## config.mk

```make
export PLATFORM = sky130hd
export DESIGN_NAME = nco_sweep_ctrl
export DESIGN_NICKNAME = d
export VERILOG_FILES = /design/src/rtl/nco_ctrl_pkg.sv /design/src/rtl/nco_dwell_timer.sv /design/src/rtl/nco_sweep_ctrl.sv
export SDC_FILE = /design/constraint.sdc
export NUM_CORES = 1
export LEC_CHECK = 0
export ABC_CLOCK_PERIOD_IN_PS = 2680
export BUFFER_PORTS_ARGS = -buffer_cell sky130_fd_sc_hd__buf_2
export CORE_MARGIN = 4
export CORE_UTILIZATION = 25
export DETAILED_ROUTE_END_ITERATION = 12
export GPL_ROUTABILITY_DRIVEN = 0
export PLACE_DENSITY = 0.51
export SETUP_SLACK_MARGIN = 0.3
export SLEW_MARGIN = 20
export SYNTH_ARGS = -nofsm -noshare
export SYNTH_HDL_FRONTEND = slang
export SYNTH_SLANG_ARGS = --single-unit
```

## constraint.sdc

```tcl
create_clock -name clk -period 2.68 [get_ports clk]
set_input_delay 0.402 -clock clk [delete_from_list [all_inputs] [get_ports clk]]
set_output_delay 0.402 -clock clk [all_outputs]
set_load 0.03 [all_outputs]
```

## src/rtl/nco_ctrl_pkg.sv

```systemverilog
// Shared state encoding and default widths for the NCO frequency-sweep controller.
// Pure declarations: no latency, no flow control.
package nco_ctrl_pkg;

    localparam int APR_DEF = 32;
    localparam int NSW_DEF = 16;
    localparam int DWW_DEF = 16;

    typedef enum logic [1:0] {
        ST_IDLE   = 2'd0,
        ST_SETTLE = 2'd1,
        ST_DWELL  = 2'd2,
        ST_DONE   = 2'd3
    } sweep_state_t;

endpackage

```

## src/rtl/nco_dwell_timer.sv

```systemverilog
// Loadable down-counter; term is high while the count sits at zero.
// Load takes effect on the next edge; counting stalls at zero and only advances while en is high.
module nco_dwell_timer
    import nco_ctrl_pkg::*;
#(
    parameter int DWW = DWW_DEF
) (
    input  logic           clk,
    input  logic           reset_n,
    input  logic           load,
    input  logic           en,
    input  logic [DWW-1:0] load_val,
    output logic           term
);

    logic [DWW-1:0] cnt;

    always_ff @(posedge clk) begin
        if (!reset_n) begin
            cnt <= '0;
        end else if (load) begin
            cnt <= load_val;
        end else if (en && (cnt != '0)) begin
            cnt <= cnt - DWW'(1);
        end
    end

    assign term = (cnt == '0);

endmodule

```

## src/rtl/nco_sweep_ctrl.sv

```systemverilog
// Steps an NCO phase increment through a linear sweep, holding each frequency for a programmable dwell.
// Outputs change one cycle after the deciding edge; the only backpressure is nco_valid gating SETTLE.
module nco_sweep_ctrl
    import nco_ctrl_pkg::*;
#(
    parameter int APR = APR_DEF,
    parameter int NSW = NSW_DEF,
    parameter int DWW = DWW_DEF
) (
    input  logic           clk,
    input  logic           reset_n,
    input  logic           start,
    input  logic           abort,
    input  logic [APR-1:0] cfg_start_inc,
    input  logic [APR-1:0] cfg_step,
    input  logic [NSW-1:0] cfg_nsteps,
    input  logic [DWW-1:0] cfg_dwell,
    input  logic [APR-1:0] cfg_fmod,
    input  logic           cfg_repeat,
    input  logic           nco_valid,
    output logic [APR-1:0] phi_inc_o,
    output logic [APR-1:0] freq_mod_o,
    output logic           nco_clken,
    output logic           busy,
    output logic           done,
    output logic           hop,
    output logic [NSW-1:0] step_idx
);

    sweep_state_t   state, state_nxt;
    logic [APR-1:0] start_inc_q, step_q;
    logic [NSW-1:0] nsteps_q;
    logic [DWW-1:0] dwell_q;
    logic           repeat_q;

    logic tmr_load, tmr_term;
    logic go, adv, wrap;

    nco_dwell_timer #(.DWW(DWW)) u_dwell (
        .clk      (clk),
        .reset_n  (reset_n),
        .load     (tmr_load),
        .en       (state == ST_DWELL),
        .load_val (dwell_q),
        .term     (tmr_term)
    );

    always_ff @(posedge clk) begin
        if (!reset_n) begin
            state <= ST_IDLE;
        end else begin
            state <= state_nxt;
        end
    end

    // abort is tested before nco_valid and the dwell terminal so it always wins
    always_comb begin
        state_nxt = state;
        tmr_load  = 1'b0;
        go        = 1'b0;
        adv       = 1'b0;
        wrap      = 1'b0;
        case (state)
            ST_IDLE: begin
                if (start && !abort) begin
                    go        = 1'b1;
                    state_nxt = ST_SETTLE;
                end
            end
            ST_SETTLE: begin
                if (abort) begin
                    state_nxt = ST_IDLE;
                end else if (nco_valid) begin
                    tmr_load  = 1'b1;
                    state_nxt = ST_DWELL;
                end
            end
            ST_DWELL: begin
                if (abort) begin
                    state_nxt = ST_IDLE;
                end else if (tmr_term) begin
                    if (step_idx < nsteps_q) begin
                        adv      = 1'b1;
                        tmr_load = 1'b1;
                    end else if (repeat_q) begin
                        wrap     = 1'b1;
                        tmr_load = 1'b1;
                    end else begin
                        state_nxt = ST_DONE;
                    end
                end
            end
            ST_DONE: begin
                state_nxt = ST_IDLE;
            end
            default: begin
                state_nxt = ST_IDLE;
            end
        endcase
    end

    always_ff @(posedge clk) begin
        if (!reset_n) begin
            start_inc_q <= '0;
            step_q      <= '0;
            nsteps_q    <= '0;
            dwell_q     <= '0;
            repeat_q    <= 1'b0;
            phi_inc_o   <= '0;
            freq_mod_o  <= '0;
            step_idx    <= '0;
            hop         <= 1'b0;
        end else begin
            hop <= adv | wrap;
            if (go) begin
                start_inc_q <= cfg_start_inc;
                step_q      <= cfg_step;
                nsteps_q    <= cfg_nsteps;
                dwell_q     <= cfg_dwell;
                repeat_q    <= cfg_repeat;
                phi_inc_o   <= cfg_start_inc;
                freq_mod_o  <= cfg_fmod;
                step_idx    <= '0;
            end else if (adv) begin
                phi_inc_o <= phi_inc_o + step_q;
                step_idx  <= step_idx + NSW'(1);
            end else if (wrap) begin
                phi_inc_o <= start_inc_q;
                step_idx  <= '0;
            end
        end
    end

    assign busy      = (state == ST_SETTLE) || (state == ST_DWELL);
    assign nco_clken = busy;
    assign done      = (state == ST_DONE);

endmodule

```

==> key figures <==
Run status
  – Run status: finished clean

Logic synthesis
  – Area contributors post-synth: dfxtp_1, nand2_1, a21oi_1
  – Avg Inst Size Synth: around 7.7 µm²
  – FF+latch count, synth: between 150 and 200
  – Top-area cell type share of the netlist area: between 30% and 40%
  – Seq/Total Area, Yosys: 39.4%
  – Cell taking the most area after synthesis: dfxtp_1
  – Main synth FF type: dfxtp_1
  – Synth cell types: 61
  – Mapped cell area: ~9900 µm²
  – Syn Nets: 1488
  – Mapped Cells: 1300
  – Post-synth ARST share: 0%
  – Post-synth EDFFs: 0
  – Ys Warns: 0

Critical path
  – Delay of the slowest critical-path stage: ~550 ps
  – Critical path's slowest cell: or4_4
  – WS Path Type: register to register
  – Worst reg2reg startpoint: u_dwell.cnt[10]
  – Critical Path AT: ~3000 ps
  – Critical-path maximum fanout: 7
  – Crit path capture type: register
  – Critical path data required time: about 3100 ps
  – Critical Path Source Type: register
  – CP startpoint: u_dwell.cnt[10]
  – Critical Path, Cell by Cell: or4_4 -> nor4_4 -> nand2b_1 -> or3_4 -> o31ai_4 -> buf_6 -> nor2_2 -> o41ai_2 -> and3_1

Pwr
  – Pwr dens: around 520 nW/µm²
  – Int Power: about 5.1 mW
  – VDD IR max: roughly 0.00044 V
  – Switching portion of total power: between 30% and 40%
  – Clock Power Share: about a third
  – Total power: 7.30 mW
  – LEAKAGE: ~6 nW
  – Combinational power share: about a fifth
  – Flop pwr share: between 40% and 50%
  – P_sw: 2.25 mW

Clock tree
  – Clk_lat worst skew: approximately 450 ps
  – Clock-pin transition on the worst setup and hold timing paths: 80 ps
  – Hold-fix buffers, CTS: 0
  – TritonCTS clock tree: built
  – Total CTS buffers: 17
  – CTS H-Tree Depth: 4
  – Clock root buffer: clkbuf_16
  – Clk sink count: a little under 200
  – CTS max path bufs: 2

Global route
  – First-pass GRT wire length: about 54 mm
  – Gr ovfl total: 0
  – Number of global-route vias before repair: a little under 10000
  – Pin count of the biggest net entering global routing: 63
  – Total track usage: 15.2%
  – Initial antenna violation count: 9

Routing
  – # DRC: 0
  – 1st-iter DRT viols: 520
  – Detailed Route WL: 34.3 mm
  – DR pass1 iterations: 5
  – Antenna-violating nets left: 0
  – Vias/cell: ~4.7
  – Via Count: slightly below 10000
  – DR WL/cell: roughly 16 µm

Timing
  – RSZ-0062 raised after global routing: yes
  – Actual slew at the worst max-slew pin: between 500 and 600 ps
  – Finish-stage setup viols: 0
  – Final slew viol count: 0
  – Tcrit/Tclk final: around 98%
  – Minimum clock period: 2630 ps
  – Setup TNS: 0 ps
  – Worst Skew: around 16 ps
  – Final hold vios: 0
  – Fmax: ~380 MHz
  – Max-slew headroom: about 63%

Floorplanning
  – Die area: 43000 µm²
  – Core area: between 30000 and 40000 µm²
  – Rows: roughly 70
  – Die W: about 210 µm
  – Starting Density: between 20% and 30%
  – I/O pin cnt: 218
  – Die Y: roughly 210 µm

Hold path
  – Hold Startpoint: cfg_nsteps[5]
  – HP Class: input pin to register

Cells and area
  – Layout cells sized above 1: 33.4%
  – Post-layout nets: approximately 1800
  – Synthesis-to-layout area growth: 40.5%

Placed design
  – Post-DP HPWL: between 20 and 25 mm
  – PortBufs: between 200 and 250

Run
  – Max-cap violation count: 0
repair_timing:
action,in CTS,in global routing
gates resized for setup,64,145
endpoints found under the hold margin,0,0
setup buffers,13,9
pin swaps,34,65
cloned,3,4
setup endpoints to repair,65,66
Yosys cell counts, types with 3 or more instances:
cell type / n
nand2_1: 327
a21oi_1: 207
dfxtp_1: 196
nor2_1: 71
ha_1: 53
clkbuf_1: 51
o21ai_0: 44
inv_1: 37
nand3_1: 31
a21o_1: 25
xnor2_1: 25
o211ai_1: 19
a211oi_1: 17
and3_1: 15
buf_1: 15
nor3_1: 12
xor2_1: 12
nand4_1: 10
nor4_1: 10
a31oi_1: 8
and2_1: 8
buf_2: 8
mux2i_1: 8
nor3b_1: 7
o21a_1: 7
nand4b_1: 6
o31ai_1: 6
mux2_2: 5
nand3b_1: 5
a211o_1: 4
a311oi_1: 4
nand2b_1: 4
or3_1: 4
a21boi_0: 3
o22ai_1: 3
power groups by stage:
stage	sequential, mW	clock (mW)	combinational, mW
6_report	3.22	2.54	1.55
3_3_place_gp	3.27	0	1.36
3_5_place_dp	3.27	0	1.37
2_1_floorplan	3.37	0	0.753
4_1_cts	3.21	2.62	1.46
5_1_grt	3.24	2.73	1.71
worst paths after layout:
path                    end  slack, ps  cells after the start
min             nsteps_q[5]        180                      3
min reg2reg  freq_mod_o[11]        450                      2
max reg2reg   phi_inc_o[24]         50                      9
max           phi_inc_o[24]         50                      9
cells by family after synthesis:
kind of cell / share of synthesized area, %
flip-flops: 39.4
adder cells (fa/ha/maj): 6.87
multiplexers: 1.37
buffers and inverters: 4.48
AO/OA/AOI/OAI: 21.8
AND/OR/NAND/NOR: 22.8
XOR/XNOR: 3.26
layer usage:
metal	track usage (%)	vias to the layer above	part of all wire, %
li1	-	5046	-
met3	5.18	41	6.3
met5	0	-	0.28
met4	3.97	14	1.5
met1	19.5	4620	46
met2	24.6	208	46
cell usage in the layout (no fill, tap or decap), drive strengths merged, types with 3 or more instances in the layout:
cell,Yosys,routed
a2111oi,3,3
a211o,4,4
a211oi,17,17
a21boi,3,3
a21o,25,25
a21oi,207,207
a311oi,4,4
a31oi,8,8
and2,8,8
and3,15,15
buf,25,320
clkbuf,51,26
dfxtp,196,196
ha,53,53
inv,38,40
mux2,5,5
mux2i,8,8
nand2,327,327
nand2b,4,4
nand3,31,31
nand3b,5,5
nand4,10,10
nand4b,6,6
nor2,71,71
nor3,13,13
nor3b,7,7
nor4,11,11
o211ai,19,19
o21a,7,7
o21ai,45,45
o22ai,3,3
o31ai,7,7
or3,5,5
xnor2,25,25
xor2,12,12
metrics by stage:
stage / util (%) / instances / hold slack, ps / instance area (µm²) / setup slack [ps]
CTS: 33.8 / 2082 / 157 / 13200 / 50.4
detailed placement: 31.4 / 2037 / 445 / 12200 / -125
finish: 35.8 / 2097 / 177 / 14000 / 50.2
global placement: 31.4 / 2037 / 439 / 12200 / -71.4
global route: 35.8 / 2096 / 161 / 14000 / -89.1
floorplan: - / 1300 / 434 / 10100 / 176
state kept, by name, summed over array words and instances (netlist names):
signal,count
repeat_q,1
hop,1
step_idx,16
u_dwell.cnt,16
step_q,32
start_inc_q,32
dwell_q,16
nsteps_q,16
phi_inc_o,32
freq_mod_o,32
state,2
final cells by class:
type | count | area [µm²]
inverters | 38 | 145
diodes | 2 | 5.00
flip-flops and latches | 196 | 3970
clock inverters | 7 | 73.8
fillers | 4116 | 25000
well taps | 518 | 648
clock buffers | 22 | 475
multi-input cells | 990 | 6460
repair buffers | 324 | 2210
worst max-delay path: cells and delay by family (launching register included):
kind                   cells  cell delay (ps)
buffers and inverters      1              190
AOI/OAI and AO/OA          2              550
DFF                        1              320
and+or+nand+nor            6             1510
(Power assumes the default switching activity.)
